File: src/rtl/hc_rd_arbiter.sv
// Round-robin arbiter sharing the CCI-P c0 read-request channel among N_REQ requestors,
// with mdata tagging, per-requestor read credits and response routing. Optional: HC_RD_ARB_STATS_EN.
package hc_ccip_pkg;
    localparam logic [31:0] HC_CONTROL_START = 32'h0000_0001;
    localparam logic [3:0]  eREQ_RDLINE_I    = 4'h0;
    localparam logic [3:0]  eRSP_RDLINE      = 4'h0;
    localparam logic [3:0]  eRSP_UMSG        = 4'h4;

    typedef logic [511:0] t_ccip_clData;

    typedef struct packed {
        logic [1:0]  vc_sel;
        logic [1:0]  rsvd1;
        logic [1:0]  cl_len;
        logic [3:0]  req_type;
        logic [5:0]  rsvd0;
        logic [41:0] address;
        logic [15:0] mdata;
    } t_ccip_c0_ReqMemHdr;

    typedef struct packed {
        logic [1:0]  vc_used;
        logic        rsvd1;
        logic        hit_miss;
        logic [1:0]  rsvd0;
        logic [1:0]  cl_num;
        logic [3:0]  resp_type;
        logic [15:0] mdata;
    } t_ccip_c0_RspMemHdr;

    typedef struct packed {
        t_ccip_c0_ReqMemHdr hdr;
        logic               valid;
    } t_if_ccip_c0_Tx;

    typedef struct packed {
        t_ccip_c0_RspMemHdr hdr;
        t_ccip_clData       data;
        logic               rspValid;
        logic               mmioRdValid;
        logic               mmioWrValid;
    } t_if_ccip_c0_Rx;

    typedef struct packed {
        logic           c0TxAlmFull;
        logic           c1TxAlmFull;
        t_if_ccip_c0_Rx c0;
    } t_if_ccip_Rx;
endpackage

// Per-requestor outstanding-read credit counter (8 bit, never wraps below zero).
module hc_rd_arb_credit #(
    parameter int MAX_OUTSTANDING = 64
) (
    input  logic clk,
    input  logic reset,
    input  logic i_inc,
    input  logic i_dec,
    output logic o_avail,
    output logic o_zero,
    output logic o_underflow
);
    localparam logic [7:0] MAX_CNT = 8'(MAX_OUTSTANDING);

    logic [7:0] r_cnt;
    logic       w_dec_ok;

    assign w_dec_ok    = i_dec && (r_cnt != 8'd0);
    assign o_avail     = r_cnt < MAX_CNT;
    assign o_zero      = r_cnt == 8'd0;
    assign o_underflow = i_dec && (r_cnt == 8'd0);

    always_ff @(posedge clk or posedge reset) begin
        if (reset) begin
            r_cnt <= 8'd0;
        end else begin
            case ({i_inc, w_dec_ok})
                2'b10:   r_cnt <= r_cnt + 8'd1;
                2'b01:   r_cnt <= r_cnt - 8'd1;
                default: r_cnt <= r_cnt;
            endcase
        end
    end
endmodule

module hc_rd_arbiter
    import hc_ccip_pkg::*;
#(
    parameter int N_REQ           = 4,
    parameter int MAX_OUTSTANDING = 64
) (
    input  logic                                clk,
    input  logic                                reset,
    input  logic [31:0]                         hc_control,
    input  t_if_ccip_Rx                         ccip_rx,
    input  logic [N_REQ-1:0]                    req_valid,
    input  t_ccip_c0_ReqMemHdr [N_REQ-1:0]      req_hdr,
    output logic [N_REQ-1:0]                    req_grant,
    output t_if_ccip_c0_Tx                      ccip_c0_tx,
    output logic [N_REQ-1:0]                    rsp_valid,
    output t_ccip_c0_RspMemHdr                  rsp_hdr,
    output t_ccip_clData                        rsp_data,
    output logic                                drained,
    output logic                                err
`ifdef HC_RD_ARB_STATS_EN
    ,
    output logic [N_REQ-1:0][31:0]              stat_grants,
    output logic [31:0]                         stat_stalls
`endif
);
    localparam int IW = $clog2(N_REQ);

    typedef enum logic [1:0] {S_ARB_IDLE, S_ARB_RUN, S_ARB_DRAIN} t_arb_state;

    t_arb_state         r_state;
    logic [IW-1:0]      r_ptr;
    t_if_ccip_c0_Tx     r_tx;
    logic [N_REQ-1:0]   r_rsp_valid;
    t_ccip_c0_RspMemHdr r_rsp_hdr;
    t_ccip_clData       r_rsp_data;
    logic               r_drained;
    logic               r_err;

    logic               w_start;
    logic [N_REQ-1:0]   w_avail, w_zero, w_underflow, w_elig, w_grant, w_dec;
    logic               w_found;
    logic [IW-1:0]      w_grant_idx, w_ptr_next;
    logic [IW:0]        w_sum;
    t_ccip_c0_ReqMemHdr w_tx_hdr;
    logic               w_rsp_rd, w_tag_ok, w_all_zero;
    logic [3:0]         w_tag;
    logic               w_unused;

    assign w_start    = hc_control == HC_CONTROL_START;
    assign w_rsp_rd   = ccip_rx.c0.rspValid && (ccip_rx.c0.hdr.resp_type == eRSP_RDLINE);
    assign w_tag      = ccip_rx.c0.hdr.mdata[3:0];
    assign w_tag_ok   = {1'b0, w_tag} < 5'(N_REQ);
    assign w_all_zero = &w_zero;
    assign w_unused   = ^{ccip_rx, req_hdr};

    genvar g;
    generate
        for (g = 0; g < N_REQ; g++) begin : g_lane
            assign w_elig[g] = (r_state == S_ARB_RUN) && req_valid[g] && w_avail[g] &&
                               !ccip_rx.c0TxAlmFull;
            assign w_dec[g]  = w_rsp_rd && w_tag_ok && (w_tag == 4'(g));

            hc_rd_arb_credit #(.MAX_OUTSTANDING(MAX_OUTSTANDING)) u_credit (
                .clk         (clk),
                .reset       (reset),
                .i_inc       (w_grant[g]),
                .i_dec       (w_dec[g]),
                .o_avail     (w_avail[g]),
                .o_zero      (w_zero[g]),
                .o_underflow (w_underflow[g])
            );
        end
    endgenerate

    // First eligible requestor at or after the RR pointer, wrapping at N_REQ.
    always_comb begin
        w_found     = 1'b0;
        w_grant_idx = '0;
        w_sum       = '0;
        for (int k = 0; k < N_REQ; k++) begin
            w_sum = {1'b0, r_ptr} + (IW+1)'(k);
            if (w_sum >= (IW+1)'(N_REQ))
                w_sum = w_sum - (IW+1)'(N_REQ);
            if (!w_found && w_elig[w_sum[IW-1:0]]) begin
                w_found     = 1'b1;
                w_grant_idx = w_sum[IW-1:0];
            end
        end
        w_grant = '0;
        if (w_found)
            w_grant[w_grant_idx] = 1'b1;
        w_ptr_next = (w_grant_idx == IW'(N_REQ-1)) ? '0 : w_grant_idx + IW'(1);
        w_tx_hdr            = req_hdr[w_grant_idx];
        w_tx_hdr.mdata[3:0] = 4'(w_grant_idx);
    end

    always_ff @(posedge clk or posedge reset) begin
        if (reset) begin
            r_state     <= S_ARB_IDLE;
            r_ptr       <= '0;
            r_tx        <= '0;
            r_rsp_valid <= '0;
            r_rsp_hdr   <= '0;
            r_rsp_data  <= '0;
            r_drained   <= 1'b1;
            r_err       <= 1'b0;
        end else begin
            case (r_state)
                S_ARB_IDLE:  if (w_start) r_state <= S_ARB_RUN;
                S_ARB_RUN:   if (!w_start) r_state <= S_ARB_DRAIN;
                S_ARB_DRAIN: begin
                    if (w_start)         r_state <= S_ARB_RUN;
                    else if (w_all_zero) r_state <= S_ARB_IDLE;
                end
                default:     r_state <= S_ARB_IDLE;
            endcase
            if (w_found) begin
                r_ptr      <= w_ptr_next;
                r_tx.hdr   <= w_tx_hdr;
            end
            r_tx.valid  <= w_found;
            // Underflowing responses are still delivered; only out-of-range tags are dropped.
            r_rsp_valid <= w_dec;
            if (|w_dec) begin
                r_rsp_hdr  <= ccip_rx.c0.hdr;
                r_rsp_data <= ccip_rx.c0.data;
            end
            r_drained <= (r_state == S_ARB_IDLE) && w_all_zero;
            r_err     <= r_err | (w_rsp_rd && !w_tag_ok) | (|w_underflow);
        end
    end

    assign req_grant  = w_grant;
    assign ccip_c0_tx = r_tx;
    assign rsp_valid  = r_rsp_valid;
    assign rsp_hdr    = r_rsp_hdr;
    assign rsp_data   = r_rsp_data;
    assign drained    = r_drained;
    assign err        = r_err;

`ifdef HC_RD_ARB_STATS_EN
    logic [N_REQ-1:0][31:0] r_stat_grants;
    logic [31:0]            r_stat_stalls;

    always_ff @(posedge clk or posedge reset) begin
        if (reset) begin
            r_stat_grants <= '0;
            r_stat_stalls <= '0;
        end else if ((r_state == S_ARB_IDLE) && w_start) begin
            r_stat_grants <= '0;
            r_stat_stalls <= '0;
        end else begin
            for (int i = 0; i < N_REQ; i++)
                if (w_grant[i]) r_stat_grants[i] <= r_stat_grants[i] + 32'd1;
            if ((r_state == S_ARB_RUN) && (|req_valid) && !w_found)
                r_stat_stalls <= r_stat_stalls + 32'd1;
        end
    end

    assign stat_grants = r_stat_grants;
    assign stat_stalls = r_stat_stalls;
`endif
endmodule
File: config.mk
export PLATFORM = sky130hd
export DESIGN_NAME = hc_rd_arbiter
export DESIGN_NICKNAME = d
export VERILOG_FILES = /design/src/rtl/hc_rd_arbiter.sv
export SDC_FILE = /design/constraint.sdc
export NUM_CORES = 2
export LEC_CHECK = 0
export ABC_CLOCK_PERIOD_IN_PS = 45700
export BUFFER_PORTS_ARGS = -buffer_cell sky130_fd_sc_hd__buf_2
export CORE_AREA = 2 2 581 583
export CTS_CLUSTER_DIAMETER = 120
export CTS_CLUSTER_SIZE = 12
export DETAILED_ROUTE_END_ITERATION = 16
export DIE_AREA = 0 0 583 585
export PLACE_DENSITY_LB_ADDON = 0.25
export SYNTH_ARGS = -nofsm -noshare
export SYNTH_HDL_FRONTEND = slang
export SYNTH_SLANG_ARGS = --single-unit
File: constraint.sdc
create_clock -name clk -period 45.7 [get_ports clk]
set_input_delay 9.14 -clock clk [delete_from_list [all_inputs] [get_ports clk]]
set_output_delay 9.14 -clock clk [all_outputs]
set_load 0.05 [all_outputs]
* Word-level counts from Yosys, hierarchy flattened *
Index checks and enable logic that the tools add are counted.

operators by class
  add/subtract/negate cells = 16
  order comparisons = 15
  eq/ne operators = 18
  muxes and demuxes = 35
  bitwise gates (word level) = 2
  reduce and logical (&&, ||, !) cells = 56

operators by type and width
  cell                                                                          number
  74-bit binary-select mux with 2-bit select                                    1
  74-bit 2-to-1 mux                                                             1
  8-bit case mux with 2 select lines                                            4
  8-bit by 1-bit adder with 8-bit output, second input constant                 4
  32-bit by 1-bit == test with 1-bit output, second input constant              1
  1-bit logical AND                                                             32
  8-bit logical NOT                                                             4
  8-bit by 7-bit less-than comparator with 1-bit output, second input constant  4
  8-bit nonzero test                                                            4
  8-bit by 1-bit subtractor with 8-bit output, second input constant            4
  2-bit 2-to-1 mux                                                              13
  2-bit by 3-bit less-than comparator with 1-bit output, second input constant  5
  2-bit == test, second input constant                                          6
  2-bit by 1-bit == test with 1-bit output, second input constant               5
  3-bit >= comparator, second input constant                                    3
  1-bit 2-to-1 mux                                                              9
  1-bit binary-select mux with 2-bit select                                     4
  4-bit by 2-bit == test with 1-bit output, second input constant               2
  4-bit logical NOT                                                             2
  2-bit nonzero test                                                            4
  4-bit OR reduction                                                            2
  2-bit by 1-bit subtractor with 2-bit output, second input constant            4
  2-bit by 2-bit adder with 3-bit output, second input constant                 2
  2-bit case mux with 3 select lines                                            1
  15 further kinds                                                              21

word-level totals
  register bits = 655
  bits of input ports = 879
  output and inout port bits = 625
  logic and storage cells = 167

* Longest topological paths before layout *
  depth in word-level cells = 23
  gate-level depth with buffers = 19
  gate-level depth less buffers = 16

* Modules after synthesis *
A second synthesis with hierarchy kept.

second synthesis, totals
  cell total of the unflattened synthesis = 3131
  area total of the unflattened synthesis = 28406.0 um^2

modules (own cells, without submodules)
  module            times used  cells each  area each (um^2)  seq. area each (um^2)
  hc_rd_arbiter     1           2835        25708.4           15591.2
  hc_rd_arb_credit  4           74          674.4             200.2

* Least setup slack after synthesis *
OpenSTA, ideal clock, no wires.

  path type = input port to output port
  from = input port req_valid[2]
  to = output port req_grant[1]
  arrival time = 11.051 ns
  required time = 36.560 ns
  path slack = 25.509 ns
  stages = 10
  path buffers = 4
  cells stage by stage = or3b_1 > or4b_1 > o221a_2 > buf_6 > buf_6 > clkbuf_1 > ha_1 > nand2_1 > inv_1 > buf_4

on the way
  cells in the longest elaborated chain, start to end = 20
  elaborated cells between the ends (all ways) = 31
  those cells by class = 2 x order compare; 19 x mux; 10 x reduce/logical

RTL lines
  item                                                                                                                                                  RTL line  text
  start: declaration                                                                                                                                    96        input logic [N_REQ-1:0] req_valid,
  1-bit logical AND (*) (3 in a row)                                                                                                                    144       assign w_elig[g] = (r_state == S_ARB_RUN) && req_valid[g] && w_avail[g] &&
  1-bit binary-select mux with 2-bit select                                                                                                             169       if (!w_found && w_elig[w_sum[IW-1:0]]) begin
  1-bit 2-to-1 mux (not written as such)                                                                                                                169
  1-bit 2-to-1 mux                                                                                                                                      169
  1-bit logical NOT                                                                                                                                     169
  1-bit logical AND                                                                                                                                     169
  1-bit 2-to-1 mux                                                                                                                                      169
  1-bit logical NOT                                                                                                                                     169
  [3 not listed]                                                                                                                                        n/a
  1-bit logical AND                                                                                                                                     169
  2-bit 2-to-1 mux (*)                                                                                                                                  169
  net w_grant_idx[0]                                                                                                                                    127       logic [IW-1:0] w_grant_idx, w_ptr_next;
  2-bit by 3-bit less-than comparator with 1-bit output (not written as such) / 2-bit by 1-bit >= comparator with 1-bit output (equally long branches)  176       w_grant[w_grant_idx] = 1'b1;
  1-bit logical AND (not written as such)                                                                                                               176
  1-bit 2-to-1 mux (not written as such)                                                                                                                176
  1-bit demux with 2-bit select (*)                                                                                                                     176
  4-bit 2-to-1 mux (*)                                                                                                                                  175       if (w_found)
  end: declaration                                                                                                                                      98        output logic [N_REQ-1:0] req_grant,

Mark *: on every way through the listed nets, which the timed path passes. The rest lies on a longest branch. The select of a mux whose other input is x is not followed.

* Worst setup path after layout *
  from = input port ccip_rx[544] in the netlist's numbering
  to = output port req_grant[2]

on the way
  cells in the longest elaborated chain, start to end = 19
  elaborated cells between the ends (all ways) = 33
  those cells by class = 2 x order compare; 19 x mux; 12 x reduce/logical

RTL lines
  item                                                                                                                                                  RTL line  text
  start: declaration                                                                                                                                    95        input t_if_ccip_Rx ccip_rx,
  1-bit logical NOT (*)                                                                                                                                 145       !ccip_rx.c0TxAlmFull;
  1-bit logical AND                                                                                                                                     144
  1-bit binary-select mux with 2-bit select                                                                                                             169
  1-bit 2-to-1 mux (not written as such)                                                                                                                169
  1-bit 2-to-1 mux                                                                                                                                      169
  1-bit logical NOT                                                                                                                                     169
  1-bit logical AND                                                                                                                                     169
  1-bit 2-to-1 mux                                                                                                                                      169
  [3 not listed]                                                                                                                                        n/a
  1-bit logical NOT                                                                                                                                     169
  1-bit logical AND                                                                                                                                     169
  2-bit 2-to-1 mux                                                                                                                                      169
  2-bit by 3-bit less-than comparator with 1-bit output (not written as such) / 2-bit by 1-bit >= comparator with 1-bit output (equally long branches)  176
  1-bit logical AND (not written as such)                                                                                                               176
  1-bit 2-to-1 mux (not written as such)                                                                                                                176
  1-bit demux with 2-bit select                                                                                                                         176
  4-bit 2-to-1 mux (*)                                                                                                                                  175

Every way passes the cells marked *; elsewhere a longest branch is shown, timed or not. The select of a mux whose other input is x is not followed.

==> impl_metrics.env <==
export IMPL_cts_htree_levels=3
export IMPL_post_syn_instances=3054
export IMPL_crit_path_max_fanout=32
export IMPL_grt_pass1_wl_mm=282
export IMPL_area_inside_the_core_boundary_sq_um=335000
export IMPL_place_port_buffers=1482
export IMPL_drive_gt1_share_pct=37.1
export IMPL_leak_pwr_nw=22.8
export IMPL_synth_yosys_seq_area_share_pct=59.2
export IMPL_fin_area_sq_um=42400
export IMPL_area_share_of_and_or_nand_nor_cells_after_synthesis_pct=26.0
export IMPL_finalHoldViolCount=0
export IMPL_route_final_wire_length_mm=221
export IMPL_drt_wirelength_per_cell_um=24.7
export IMPL_seqCellArea_sq_um=16400
export IMPL_fin_tns_setup_ns=0
export IMPL_floorplan_die_area_sq_um=341000
export IMPL_status="complete, no violations"
export IMPL_min_period_ns=20.87
export IMPL_cts_sink_count=655
export IMPL_synth_ff_latch_count=655
export IMPL_floorplan_io_pins=1504
export IMPL_fillCellCount=38826
export IMPL_grt_remaining_overflow=0
export IMPL_finalSetupViolCount=0
export IMPL_post_synth_num_cell_types=53
export IMPL_post_cts_setup_buffers=0
export IMPL_drv_max_cap_violation_count=0
export IMPL_cts_hold_buf=0
export IMPL_drc=0
export IMPL_yosys_mux_area_fraction_pct=4.58
export IMPL_clock_latency_ns=0.79
export IMPL_grt_setup_unrepaired="no"
export IMPL_final_util_pct=12.7
export IMPL_synth_xor_area_share_pct=0.664
export IMPL_clock_root_buffer_master="sky130_fd_sc_hd__clkbuf_16"
export IMPL_tritoncts_buffer_count=74
export IMPL_holdWs_ns=0.459
export IMPL_final_period_utilization_pct=45.7
export IMPL_synth_most_common_cell="sky130_fd_sc_hd__nand2_1"
export IMPL_finalNetCount=5395
export IMPL_route_vias_total=28119
export IMPL_arr_time_crit_path_ns=11.73
export IMPL_syn_cell_area_sq_um=27700
export IMPL_cts_resized=0
export IMPL_crit_chain="buf_2 > nor3b_4 > or4b_1 > o221a_4 > inv_2 > ha_1 > nand2_1 > inv_1 > buf_2"
export IMPL_global_route_usage_met3_pct=6.25
export IMPL_horizontal_die_dimension_um=583
export IMPL_avgSynthCellArea_sq_um=9.07
export IMPL_cp_slowest_stage_delay_ns=0.57
export IMPL_multiInputGateArea_sq_um=10500
export IMPL_area_delta_synth_final_pct=53.2
export IMPL_first_global_vias=28863
export IMPL_die_h_um=585
export IMPL_tritoncts="yes"
export IMPL_worstMarginPinSlew_ns=1.02
export IMPL_slew_limit_headroom_pct=32.2
export IMPL_hpwlAfterDp_mm=188
export IMPL_grt_antenna_before_repair=207
export IMPL_gr_usage_all_layers_pct=12.4
export IMPL_grt_start_max_net_pins=147
export IMPL_synth_top_flop_cell="sky130_fd_sc_hd__dfrtp_1"
export IMPL_layout_cells_non_filler=8953
export IMPL_place_ws_ns=24.82
export IMPL_place_detailed_instances=8811
export IMPL_final_setup_worst_slack_ns=24.83
export IMPL_critPathRequiredTime_ns=36.56
export IMPL_cellPowerDensity_nw_per_um2=41.5
export IMPL_finalWeightedCongestion=0.907
export IMPL_antenna_violating_nets_post_route=0
export IMPL_synth_top_area_cell="sky130_fd_sc_hd__dfrtp_1"
export IMPL_vias_per_cell=3.14
export IMPL_postPlaceCellArea_sq_um=40200
export IMPL_crit_path_start_kind="input pin"
export IMPL_synth_top_area_share_pct=59.1
export IMPL_timing_critical_path_slowest_stage_cell="sky130_fd_sc_hd__inv_2"
export IMPL_synth_top_family_by_area="simple AND/OR/NAND/NOR gates"
export IMPL_initial_core_util_pct=8.26
export IMPL_clock_path_buffers=4
export IMPL_placementRows=213
export IMPL_report_final_slew_viol_count=0
export IMPL_gr_usage_met1_pct=13.3
export IMPL_clkTransAtPathRegs_ns=0.06
export IMPL_synth_top_cells_by_area="sky130_fd_sc_hd__dfrtp_1 (59%), sky130_fd_sc_hd__nand2_1 (24%), sky130_fd_sc_hd__mux2i_1 (3.0%)"
export IMPL_vdd_drop_max_mv=0.0212
export IMPL_synth_compound_gate_area_share_pct=4.61
export IMPL_global_route_peak_usage_layer="met2"
export IMPL_cp_num_buf_inv=4
export IMPL_synth_enable_flop_cells=0
export IMPL_worst_skew_ns=0.0326
export IMPL_grtUsageMet2_pct=20.9
export IMPL_first_pass_iters=5
export IMPL_holdCritPathClass="flip-flop to flip-flop"
export IMPL_asyncSetResetFlopFracSynth_pct=100
export IMPL_overall_power_after_layout_mw=1.76
export IMPL_synthTopCellsByCount="sky130_fd_sc_hd__nand2_1 (1757), sky130_fd_sc_hd__dfrtp_1 (654), sky130_fd_sc_hd__clkbuf_1 (140)"
export IMPL_yosys_area_share_adder_pct=1.73
export IMPL_setup_worst_path_class="input pin to primary output"
export IMPL_timing_critical_path_max_delay_family="buffers and inverters"
export IMPL_clock_fmax_mhz=47.9
export IMPL_drt_first_iter_violations=1570
export IMPL_endpoint_kind="primary output"
export IMPL_cpMostUsedCell="sky130_fd_sc_hd__buf_2"
export IMPL_yosys_warnings=0
[logic make-up after synthesis]
group	Yosys count
other	1
muxes	112
and+or+nand+nor	1860
buffers and inverters	199
xor gates and xnor gates	21
AOI/OAI and AO/OA	170
adders and majority gates	36
DFF	655
[layer usage]
metal	routed length [um]	part of all wire, %
met1	79100	36
met2	104000	47
met3	27600	13
met4	9880	4.5
met5	620	0.28
[worst register-to-register path, cell delays in order, from the launching register on]
cell and delay, ns:
sky130_fd_sc_hd__dfrtp_1 0.45, sky130_fd_sc_hd__nor3b_4 0.42, sky130_fd_sc_hd__and2_1 0.31, sky130_fd_sc_hd__o221a_4 0.45, sky130_fd_sc_hd__buf_4 0.64, sky130_fd_sc_hd__buf_4 0.84, sky130_fd_sc_hd__buf_4 0.65, sky130_fd_sc_hd__mux2i_1 0.72
sky130_fd_sc_hd__o221ai_1 0.20
[registers in the layout (all words and copies together) (netlist names)]
register,flops
rsp_data,512
drained,1
rsp_valid,4
ccip_c0_tx,73
rsp_hdr,28
r_state,2
g_lane.u_credit.r_cnt,32
err,1
r_ptr,2
[final cells by class]
| type | count | area share [%] |
|---|---|---|
| flip-flops and latches | 655 | 38.6 |
| multi-input cells | 2201 | 24.7 |
| repair buffers | 1519 | 18.2 |
| well taps | 4407 | 13.0 |
| clock buffers | 80 | 4.49 |
| clock inverters | 15 | 0.504 |
| diodes | 47 | 0.277 |
| inverters | 29 | 0.274 |
[cells in the final DEF, fill, tap and decap left out, drive strengths merged, types with 2 or more instances in the layout]
cell type  count
nand2       1757
buf         1519
dfrtp        654
mux2i         82
clkbuf        80
diode         47
o221ai        41
inv           34
o21ai         32
ha            32
o22ai         30
a31oi         29
mux2          29
nor2          25
xor2          17
and2          15
nor4          14
nor3          12
a21o           9
o31ai          9
nand3          8
a21boi         7
nor3b          7
a21oi          5
clkinv         5
o211ai         4
and3b          4
nor2b          4
xnor2          4
fa             4
and3           3
bufinv         3
nor4b          2
o21a           2
nand4          2
conb           2
clkinvlp       2
[final timing paths]
check / from / to / slack [ns] / cells past startpoint
max in group asynchronous: reset / rsp_data[104] / 33.89 / 6
setup reg to reg: r_state[1] / ccip_c0_tx[25] / 40.87 / 8
hold reg to reg: err / err / 0.46 / 1
hold / removal: err / err / 0.46 / 1
setup / recovery: ccip_rx[544] / req_grant[2] / 24.83 / 9
min in group asynchronous: reset / rsp_data[254] / 8.48 / 2
[power by group]
| part | internal, mW | switching, mW |
|---|---|---|
| sequential | 0.641 | 0.0339 |
| clock | 0.315 | 0.284 |
| combinational | 0.0944 | 0.391 |
Power figures use the tool's default switching activity.
